==> config.mk <==
export PLATFORM = sky130hd
export DESIGN_NAME = bus_source_mux_reg
export DESIGN_NICKNAME = d
export VERILOG_FILES = /design/src/rtl/cpu_bus_pkg.sv /design/src/rtl/bus_prio_encoder.sv /design/src/rtl/bus_source_mux_reg.sv
export SDC_FILE = /design/constraint.sdc
export NUM_CORES = 1
export LEC_CHECK = 0
export ABC_AREA = 0
export BUFFER_PORTS_ARGS = -buffer_cell sky130_fd_sc_hd__buf_2
export CAP_MARGIN = 25
export CORE_AREA = 2 2 331 333
export DETAILED_ROUTE_END_ITERATION = 16
export DIE_AREA = 0 0 333 335
export SLEW_MARGIN = 10
export SYNTH_ARGS = -nofsm -noshare
export SYNTH_HDL_FRONTEND = slang
export SYNTH_SLANG_ARGS = --single-unit
==> constraint.sdc <==
create_clock -name clk -period 2.35 [get_ports clk]
set_input_delay 0.235 -clock clk [delete_from_list [all_inputs] [get_ports clk]]
set_output_delay 0.235 -clock clk [all_outputs]
set_load 0.01 [all_outputs]
==> src/rtl/cpu_bus_pkg.sv <==
// Shared CPU bus definitions: source indices for the one-hot "out" strobes
// and default widths used by the bus multiplexer and the control unit.
package cpu_bus_pkg;

  localparam int WORD_W        = 32;
  localparam int N_SRC_DEFAULT = 24;

  localparam int SRC_R0     = 0;
  localparam int SRC_R1     = 1;
  localparam int SRC_R2     = 2;
  localparam int SRC_R3     = 3;
  localparam int SRC_R4     = 4;
  localparam int SRC_R5     = 5;
  localparam int SRC_R6     = 6;
  localparam int SRC_R7     = 7;
  localparam int SRC_R8     = 8;
  localparam int SRC_R9     = 9;
  localparam int SRC_R10    = 10;
  localparam int SRC_R11    = 11;
  localparam int SRC_R12    = 12;
  localparam int SRC_R13    = 13;
  localparam int SRC_R14    = 14;
  localparam int SRC_R15    = 15;
  localparam int SRC_HI     = 16;
  localparam int SRC_LO     = 17;
  localparam int SRC_ZHI    = 18;
  localparam int SRC_ZLO    = 19;
  localparam int SRC_PC     = 20;
  localparam int SRC_MDR    = 21;
  localparam int SRC_INPORT = 22;
  localparam int SRC_CSIGN  = 23;

  // Index width for n sources; a single source still needs one bit of port.
  function automatic int sel_width(input int n);
    return (n > 1) ? $clog2(n) : 1;
  endfunction

endpackage

==> src/rtl/bus_prio_encoder.sv <==
// Fixed-priority encoder for one-hot request strobes: lowest set bit wins.
// Also reports whether any request is present and whether several are.
module bus_prio_encoder
  import cpu_bus_pkg::*;
#(
  parameter  int N_SRC = N_SRC_DEFAULT,
  localparam int SEL_W = sel_width(N_SRC)
) (
  input  logic [N_SRC-1:0] req_i,
  output logic [SEL_W-1:0] idx_o,
  output logic             any_o,
  output logic             multi_o
);

  // NOTE: every output of a combinational block gets a default before any
  // conditional assignment, so no path leaves it unassigned (no latch).
  always_comb begin
    idx_o = '0;
    // Scan from the top so the lowest set index is the last one written.
    for (int i = N_SRC - 1; i >= 0; i--) begin
      if (req_i[i]) idx_o = SEL_W'(i);
    end
  end

  assign any_o   = |req_i;
  // Clearing the lowest set bit leaves something only if two or more were set.
  assign multi_o = |(req_i & (req_i - 1'b1));

endmodule

==> src/rtl/bus_source_mux_reg.sv <==
// Registered CPU bus multiplexer: resolves one-hot source strobes by fixed
// priority, loads the winning word onto the bus and tracks driver conflicts.
module bus_source_mux_reg
  import cpu_bus_pkg::*;
#(
  parameter  int WIDTH   = WORD_W,
  parameter  int N_SRC   = N_SRC_DEFAULT,
  parameter  bit HOLD_EN = 1'b1,
  parameter  int CNT_W   = 8,
  localparam int SEL_W   = sel_width(N_SRC)
) (
  input  logic                   clk,
  input  logic                   clr,
  input  logic [N_SRC*WIDTH-1:0] src_data,
  input  logic [N_SRC-1:0]       src_out,
  input  logic                   err_clr,
  output logic [WIDTH-1:0]       bus_out,
  output logic                   bus_valid,
  output logic [SEL_W-1:0]       bus_sel,
  output logic                   conflict,
  output logic                   conflict_sticky,
  output logic [CNT_W-1:0]       conflict_cnt
);

  localparam logic [CNT_W-1:0] CNT_MAX = '1;

  logic [SEL_W-1:0] idx;
  logic             any;
  logic             multi;
  logic [WIDTH-1:0] sel_word;

  logic [WIDTH-1:0] bus_q,      bus_d;
  logic             valid_q,    valid_d;
  logic [SEL_W-1:0] sel_q,      sel_d;
  logic             conflict_q, conflict_d;
  logic             sticky_q,   sticky_d;
  logic [CNT_W-1:0] cnt_q,      cnt_d;

  bus_prio_encoder #(
    .N_SRC (N_SRC)
  ) u_prio (
    .req_i   (src_out),
    .idx_o   (idx),
    .any_o   (any),
    .multi_o (multi)
  );

  // AND-OR word select: only the winning source reaches the bus, so unknown
  // data on idle sources cannot leak through.
  always_comb begin
    sel_word = '0;
    for (int i = 0; i < N_SRC; i++) begin
      if (any && idx == SEL_W'(i)) sel_word = src_data[i*WIDTH +: WIDTH];
    end
  end

  always_comb begin
    bus_d      = bus_q;
    sel_d      = sel_q;
    valid_d    = any;
    conflict_d = multi;
    if (any) begin
      bus_d = sel_word;
      sel_d = idx;
    end else if (!HOLD_EN) begin
      bus_d = '0;
    end
    // A clear and a fresh conflict on the same edge: clear first, then count.
    sticky_d = (sticky_q & ~err_clr) | multi;
    cnt_d    = err_clr ? '0 : cnt_q;
    if (multi && cnt_d != CNT_MAX) cnt_d = cnt_d + 1'b1;
  end

  // NOTE: state registers use non-blocking assignments so every register
  // samples the pre-edge value of every other register.
  always_ff @(posedge clk or posedge clr) begin
    if (clr) begin
      bus_q      <= '0;
      valid_q    <= 1'b0;
      sel_q      <= '0;
      conflict_q <= 1'b0;
      sticky_q   <= 1'b0;
      cnt_q      <= '0;
    end else begin
      bus_q      <= bus_d;
      valid_q    <= valid_d;
      sel_q      <= sel_d;
      conflict_q <= conflict_d;
      sticky_q   <= sticky_d;
      cnt_q      <= cnt_d;
    end
  end

  assign bus_out         = bus_q;
  assign bus_valid       = valid_q;
  assign bus_sel         = sel_q;
  assign conflict        = conflict_q;
  assign conflict_sticky = sticky_q;
  assign conflict_cnt    = cnt_q;

endmodule

; After elaboration in Yosys (flattened, before gate mapping)
; Index checks and enable logic that the tools add are counted.
[classes]
reduce_logical = 28
n_eq_ne = 24
n_addsub = 2
muxes = 50
bitwise = 4
[ops]
columns = operator, count
row1 = 32-bit 2-to-1 mux, 24
row2 = 5-bit 2-to-1 mux, 24
row3 = 24-bit OR reduction, 2
row4 = "5-bit by 4-bit == test with 1-bit output, second input constant", 8
row5 = "5-bit == test, second input constant", 8
row6 = 1-bit logical AND, 25
row7 = 24-bit bitwise AND, 1
row8 = "24-bit by 1-bit subtractor with 24-bit output, second input constant", 1
row9 = "5-bit by 3-bit == test with 1-bit output, second input constant", 4
row10 = 8-bit 2-to-1 mux, 2
row11 = "5-bit by 2-bit == test with 1-bit output, second input constant", 2
row12 = "8-bit by 1-bit adder with 8-bit output, second input constant", 1
row13 = "8-bit inequality test, second input constant", 1
row14 = "5-bit by 1-bit == test with 1-bit output, second input constant", 1
row15 = 5-bit logical NOT, 1
row16 = 1-bit bitwise AND, 1
row17 = 1-bit NOT, 1
row18 = 1-bit OR, 1
[totals]
out_inout_bits = 48
reg_bits = 48
input_bits = 795

; Logic depth before layout (Yosys ltp)
[depth]
depth_word = 50
mapped_depth = 14
ltp_nobuf = 9

; By module
; Synthesis repeated with hierarchy kept, for this count alone.
[unflattened]
hier_cells = 1245
area_unflattened_um2 = 9644.2
[modules_own_cells]
columns = module, seq_area_each_um2, cells_per_inst, area_per_inst_um2, n_inst
row1 = bus_source_mux_reg, 1201.2, 1161, 9130.0, 1
row2 = bus_prio_encoder, 0.0, 84, 514.2, 1

; Least setup slack after synthesis
; Ideal clock, no wire load.
[synth_path]
path_type = in2reg
from = input port src_out[6]
to = register bus_q[17], in the netlist bus_out[17]
path_buffers = 2
setup_slack_ps = -373
setup_ps = 131
t_required_ps = 2219
arrival_ps = 2592
stages = 11
cell_sequence = buf_2 -> or4_1 -> a221oi_2 -> o21ai_2 -> a21oi_2 -> a21o_4 -> buf_8 -> a2111oi_4 -> a211oi_1 -> nor4_1 -> or3_1
[synth_via]
elab_chain_len = 33
word_cells_on_any_way = 80
classes_between = eq/ne (23) / mux (31) / reduce/logical (26)
[synth_lines]
columns = element, line_no
row1 = "start, declared", bus_source_mux_reg.sv:15  ; input logic [N_SRC-1:0] src_out,
row2 = 5-bit 2-to-1 mux (7 in series), bus_prio_encoder.sv:21  ; if (req_i[i]) idx_o = SEL_W'(i);
row3 = 5-bit logical NOT, bus_source_mux_reg.sv:53  ; if (any && idx == SEL_W'(i)) sel_word = src_data[i*WIDTH +: WIDTH];
row4 = 1-bit logical AND, bus_source_mux_reg.sv:53
row5 = 32-bit 2-to-1 mux (24 in series), bus_source_mux_reg.sv:53
row6 = "end signal, assigned", bus_source_mux_reg.sv:85  ; bus_q <= bus_d;
row7 = "end, declared", bus_source_mux_reg.sv:32  ; logic [WIDTH-1:0] bus_q, bus_d;
; Parallel ways exist; a longest one is shown, timed or not.
; A chain may end at the register's enable or synchronous reset.

; Worst setup path in the final report
[layout_path]
from = input port src_out[23]
to = register bus_q[25], in the netlist bus_out[25]
[layout_via]
elab_chain_len = 50
word_cells_on_any_way = 97
classes_between = eq/ne (23) / mux (48) / reduce/logical (26)
[layout_lines]
columns = element, line_no
row1 = 5-bit 2-to-1 mux (24 in series), bus_prio_encoder.sv:21
row2 = 5-bit logical NOT, bus_source_mux_reg.sv:53
row3 = 1-bit logical AND, bus_source_mux_reg.sv:53
row4 = 32-bit 2-to-1 mux (24 in series), bus_source_mux_reg.sv:53
; Parallel ways exist; a longest one is shown, timed or not.

==> results by stage <==
Floorplanning:
- The site row count is 121.
- The die outline width is approximately 330 µm.
- In this run the vertical extent of the chip is around 340 µm.
- For this configuration, the core starts out at a cell density of between 8 and 9%.
- The number of top-level pins is 843.
- The floorplan die area is 111600 µm².
- The core area is ~110000 µm².

Route:
- Before antenna repair, the detailed router went through 8 iterations.
- The via count is 17.44k.
- The number of nets still failing antenna checks after routing is 0.
- The total routed wirelength is 121600 µm.
- The final routed wire length divided by cell count is between 30 and 40 µm.
- Dividing the detail-routed via count by the number of cells gives around 4.4.
- The number of DRC violations after detailed-routing iteration 0 is 1134.
- In the routed design, unresolved DRC markers number 0.

Power:
- In this run the static leakage power is approximately 9.9 nW.
- The worst-case vdd ir drop is between 0.3 and 0.4 mV.
- For this design the ratio of total power to cell area is about 220 nW/µm².

Worst setup path:
- STA puts the critical path data required time at ~2.6 ns.
- The startpoint-to-endpoint class of the critical path is input pin to register.
- In this design, the critical path's most frequently occurring cell is sky130_fd_sc_hd__buf_12.
- In this design, the stage delay of the slowest critical-path cell is 0.47 ns.
- STA classifies the critical path startpoint as an input pin.
- At the worst endpoint, the arrival time is ~3.2 ns.
- The critical path contains buffers and inverters numbering 8 combined.
- The critical path goes through buf_8, buf_6, nor2_2, o31a_1, o21ai_4, nand2_4, buf_6, buf_12, buf_12, buf_16, or3_4, buf_12, buf_4, o21ai_0, a31oi_1, or3_1.
- Broken down by cell family, the worst path's largest delay share belongs to buffers and inverters.
- The slowest cell on the critical path is sky130_fd_sc_hd__or3_4.
- The capturing element type of the critical path is a register.
- The maximum fanout along the worst path is 6.

Clock tree:
- The clock latency of the later-clocked register in the worst-skew pair is 0.34 ns.
- The number of buffers created by CTS is 5.
- The number of buffers on the longest clock path is 2.
- The clock root buffer master is sky130_fd_sc_hd__clkbuf_16.
- After clock tree synthesis, the clock-pin slew on the worst setup and hold paths is 0.10 ns.
- TritonCTS built the clock tree.
- The clock sink count is 48.
- In this run the number of H-tree levels came out at 2.

Flow run:
- Max-cap violations in this run came to 0.

Yosys:
- The proportion of synthesized flip-flops having asynchronous set or reset is between 90% and 100%.
- Counting instances in the post-synthesis netlist gives the leading cell types as sky130_fd_sc_hd__nand2_1 (169), sky130_fd_sc_hd__o21ai_0 (96), sky130_fd_sc_hd__a21oi_1 (75), sky130_fd_sc_hd__inv_1 (70), sky130_fd_sc_hd__clkbuf_1 (66).
- Averaged over all synthesized cells, the footprint is 6.834 µm².
- The primary flip-flop cell chosen by synthesis mapping is sky130_fd_sc_hd__dfrtp_1.
- The count of different cell masters after synthesis is 82.
- By area the synthesized netlist is led by sky130_fd_sc_hd__dfrtp_1 (13%), sky130_fd_sc_hd__nand2_1 (7.1%), sky130_fd_sc_hd__o21ai_0 (5.3%), sky130_fd_sc_hd__a211oi_1 (4.3%), sky130_fd_sc_hd__a21oi_1 (4.2%).
- The cell count after synthesis is 1316.
- The number of synthesized register bits is 48.
- Summing the sequential cell areas from Yosys gives 13.36% of the chip area.
- In this run the biggest area consumer among cell types represents 13.36% of the synthesized area.
- The number of enable flip-flop cells after synthesis is 0.
- The cell accounting for the most synthesized area is sky130_fd_sc_hd__dfrtp_1.
- The number of nets handed over by synthesis was 2112.
- The most used standard cell by instance count after synthesis is sky130_fd_sc_hd__nand2_1.
- The post-synth design cell area is 8994 µm².
- The yosys synthesis warning count is 0.

Worst hold path:
- The tightest min-delay check is of the input pin to register type.

GRT:
- The initial antenna violation count is 77.
- In the global route stage, met2 resource usage came out at 35.51%.
- The total overflow left after global routing is 0.
- The number of global-route vias before repair came to 17.39k.
- The most used routing layer is met2.
- Entering global routing, the biggest net connects 31 pins.
- Global routing used roughly 25% of the available met1 tracks.
- The met3 track demand over resource in global routing is 5.251%.
- The first global-routing pass estimated 155000 µm of wire.
- The overall global routing resource usage is between 20% and 30%.

Cells and area:
- The fraction of layout cells with a size suffix above 1 is 65.88%.
- After the last flow step, the layout net total stands at between 3k and 4k.
- Cells fill a little over 20% of the core in the end.
- The layout-stage area growth over the synthesis result is 144.9%.

STA:
- Once routing completed, OpenROAD measured the worst setup slack at -0.6504 ns.
- For the final routed database, the setup TNS stands at -15.42 ns.
- The hold violation total from the final report is 0.
- The worst path in the final design needs a cycle of 3.000 ns, including I/O delays and setup.
- The max-slew violation count came to 0.
- The normalized max-slew margin is 46.54%.
- Setup violations remaining at the end of the flow were counted as 32.
- At the pin with the least slew margin, the transition time is 0.7959 ns.
- Setup repair after global routing could not meet its margin everywhere.
- Across the routed clock network, the largest skew measured is between 0.0015 and 0.002 ns.
- The worst path uses 127.7% of the clock period.
- For this run, the top clock speed supported by timing is approximately 330 MHz.

Run status:
- The run finished, with violations left.
- The final reports fail on negative setup slack.

Placed design:
- After legalization and detailed placement, the total HPWL measured 106400 µm.
- The minimum setup slack after placement is -1.634 ns.
- The count of buffers added on input and output ports is 842.
- The congestion estimate from routability-driven global placement came to ~0.97.
area by class of cell:
| cell class | instances | area [µm²] |
|---|---|---|
| antenna | 23 | 57.56 |
| clock buffer | 6 | 138.9 |
| clock inverter | 2 | 38.79 |
| fill | 12209 | 86070 |
| inverter | 70 | 262.8 |
| multi-input combinational | 1080 | 9285 |
| sequential | 48 | 1201 |
| tap | 1414 | 1769 |
| timing repair buffer | 1323 | 9274 |
timing repair:
action                     in CTS  in global routing
buffers inserted               73                 48
resized for setup             323                178
pin swaps                      79                 98
cloned                          4                  1
hold endpoints to repair       11                  0
hold buffers                    1                  0
setup endpoints to repair      37                 39
cells by family after synthesis:
group / Yosys count / synth area share [%]
adders and majority gates: 3 / 0.3617
buffers and inverters: 188 / 8.987
xor gates and xnor gates: 4 / 0.3896
and+or+nand+nor: 492 / 27.21
DFF: 48 / 13.36
muxes: 20 / 2.476
AOI/OAI and AO/OA: 561 / 47.22
power by group:
group | switching (W) | internal (W)
registers | 0.0000718 | 0.000900
clock network | 0.000472 | 0.000538
logic | 0.00154 | 0.00135
final timing paths:
path / endpoint / cells past startpoint / from / slack [ns]
min reg2reg: conflict_sticky / 1 / conflict_sticky / 0.49
min in group asynchronous: bus_valid / 3 / clr / 0.43
min: bus_out[3] / 3 / src_data[739] / 0.12
max: bus_out[25] / 16 / src_out[23] / -0.65
max in group asynchronous: bus_out[16] / 4 / clr / 1.18
max reg2reg: conflict_cnt[1] / 6 / conflict_cnt[0] / 0.44
per-stage QoR:
step           power, W  instance area (µm²)  hold slack, ns  instances
2_1_floorplan  0.001687                 9557          0.3732       1316
3_3_place_gp   0.003483                18360          0.2626       3827
3_5_place_dp   0.003500                18420          0.2635       3831
4_1_cts        0.004819                20740          0.1058       3906
5_1_grt        0.005114                22000          0.1129       3954
6_report       0.004870                22030          0.1198       3966
worst min-delay path: stages:
cell	delay, ns
sky130_fd_sc_hd__buf_2	0.09
sky130_fd_sc_hd__a221oi_2	0.05
sky130_fd_sc_hd__o21ai_1	0.06
cells in the final DEF (no fill, tap or decap), drive strengths merged, types with 5 or more instances in the layout:
cell / Yosys / final
a222oi: 26 / 26
nor3b: 5 / 5
clkbuf: 67 / 7
a22o: 24 / 24
a21o: 6 / 6
nor4: 26 / 26
and3: 5 / 5
a31oi: 36 / 36
a221oi: 34 / 34
nand4: 22 / 22
o32ai: 7 / 7
nor2b: 7 / 7
nand2b: 9 / 9
buf: 51 / 1321
and2: 20 / 20
o31ai: 6 / 6
o22ai: 31 / 31
nand3: 65 / 65
inv: 70 / 70
diode: 0 / 23
nor2: 61 / 61
nand2: 170 / 170
a211o: 6 / 6
or3: 24 / 24
a21boi: 5 / 5
o21ai: 112 / 112
a2111oi: 25 / 25
a22oi: 41 / 41
dfrtp: 48 / 48
a221o: 16 / 16
or2: 7 / 7
o2111ai: 18 / 18
o221ai: 9 / 9
nor3: 62 / 62
a21oi: 80 / 80
a211oi: 51 / 51
mux2: 18 / 18
o21a: 5 / 5
registers in the layout (all words and copies together), names as in the netlist:
| signal | count |
|---|---|
| conflict_cnt | 8 |
| bus_sel | 5 |
| conflict_sticky | 1 |
| bus_valid | 1 |
| conflict | 1 |
| bus_out | 32 |
metal layers:
layer / part of all wire (%) / vias to the layer above
li1: - / 7654
met1: 41 / 8468
met2: 47 / 1006
met3: 7.7 / 274
met4: 4.1 / 40
met5: 0.22 / -
Power figures use the tool's default switching activity.
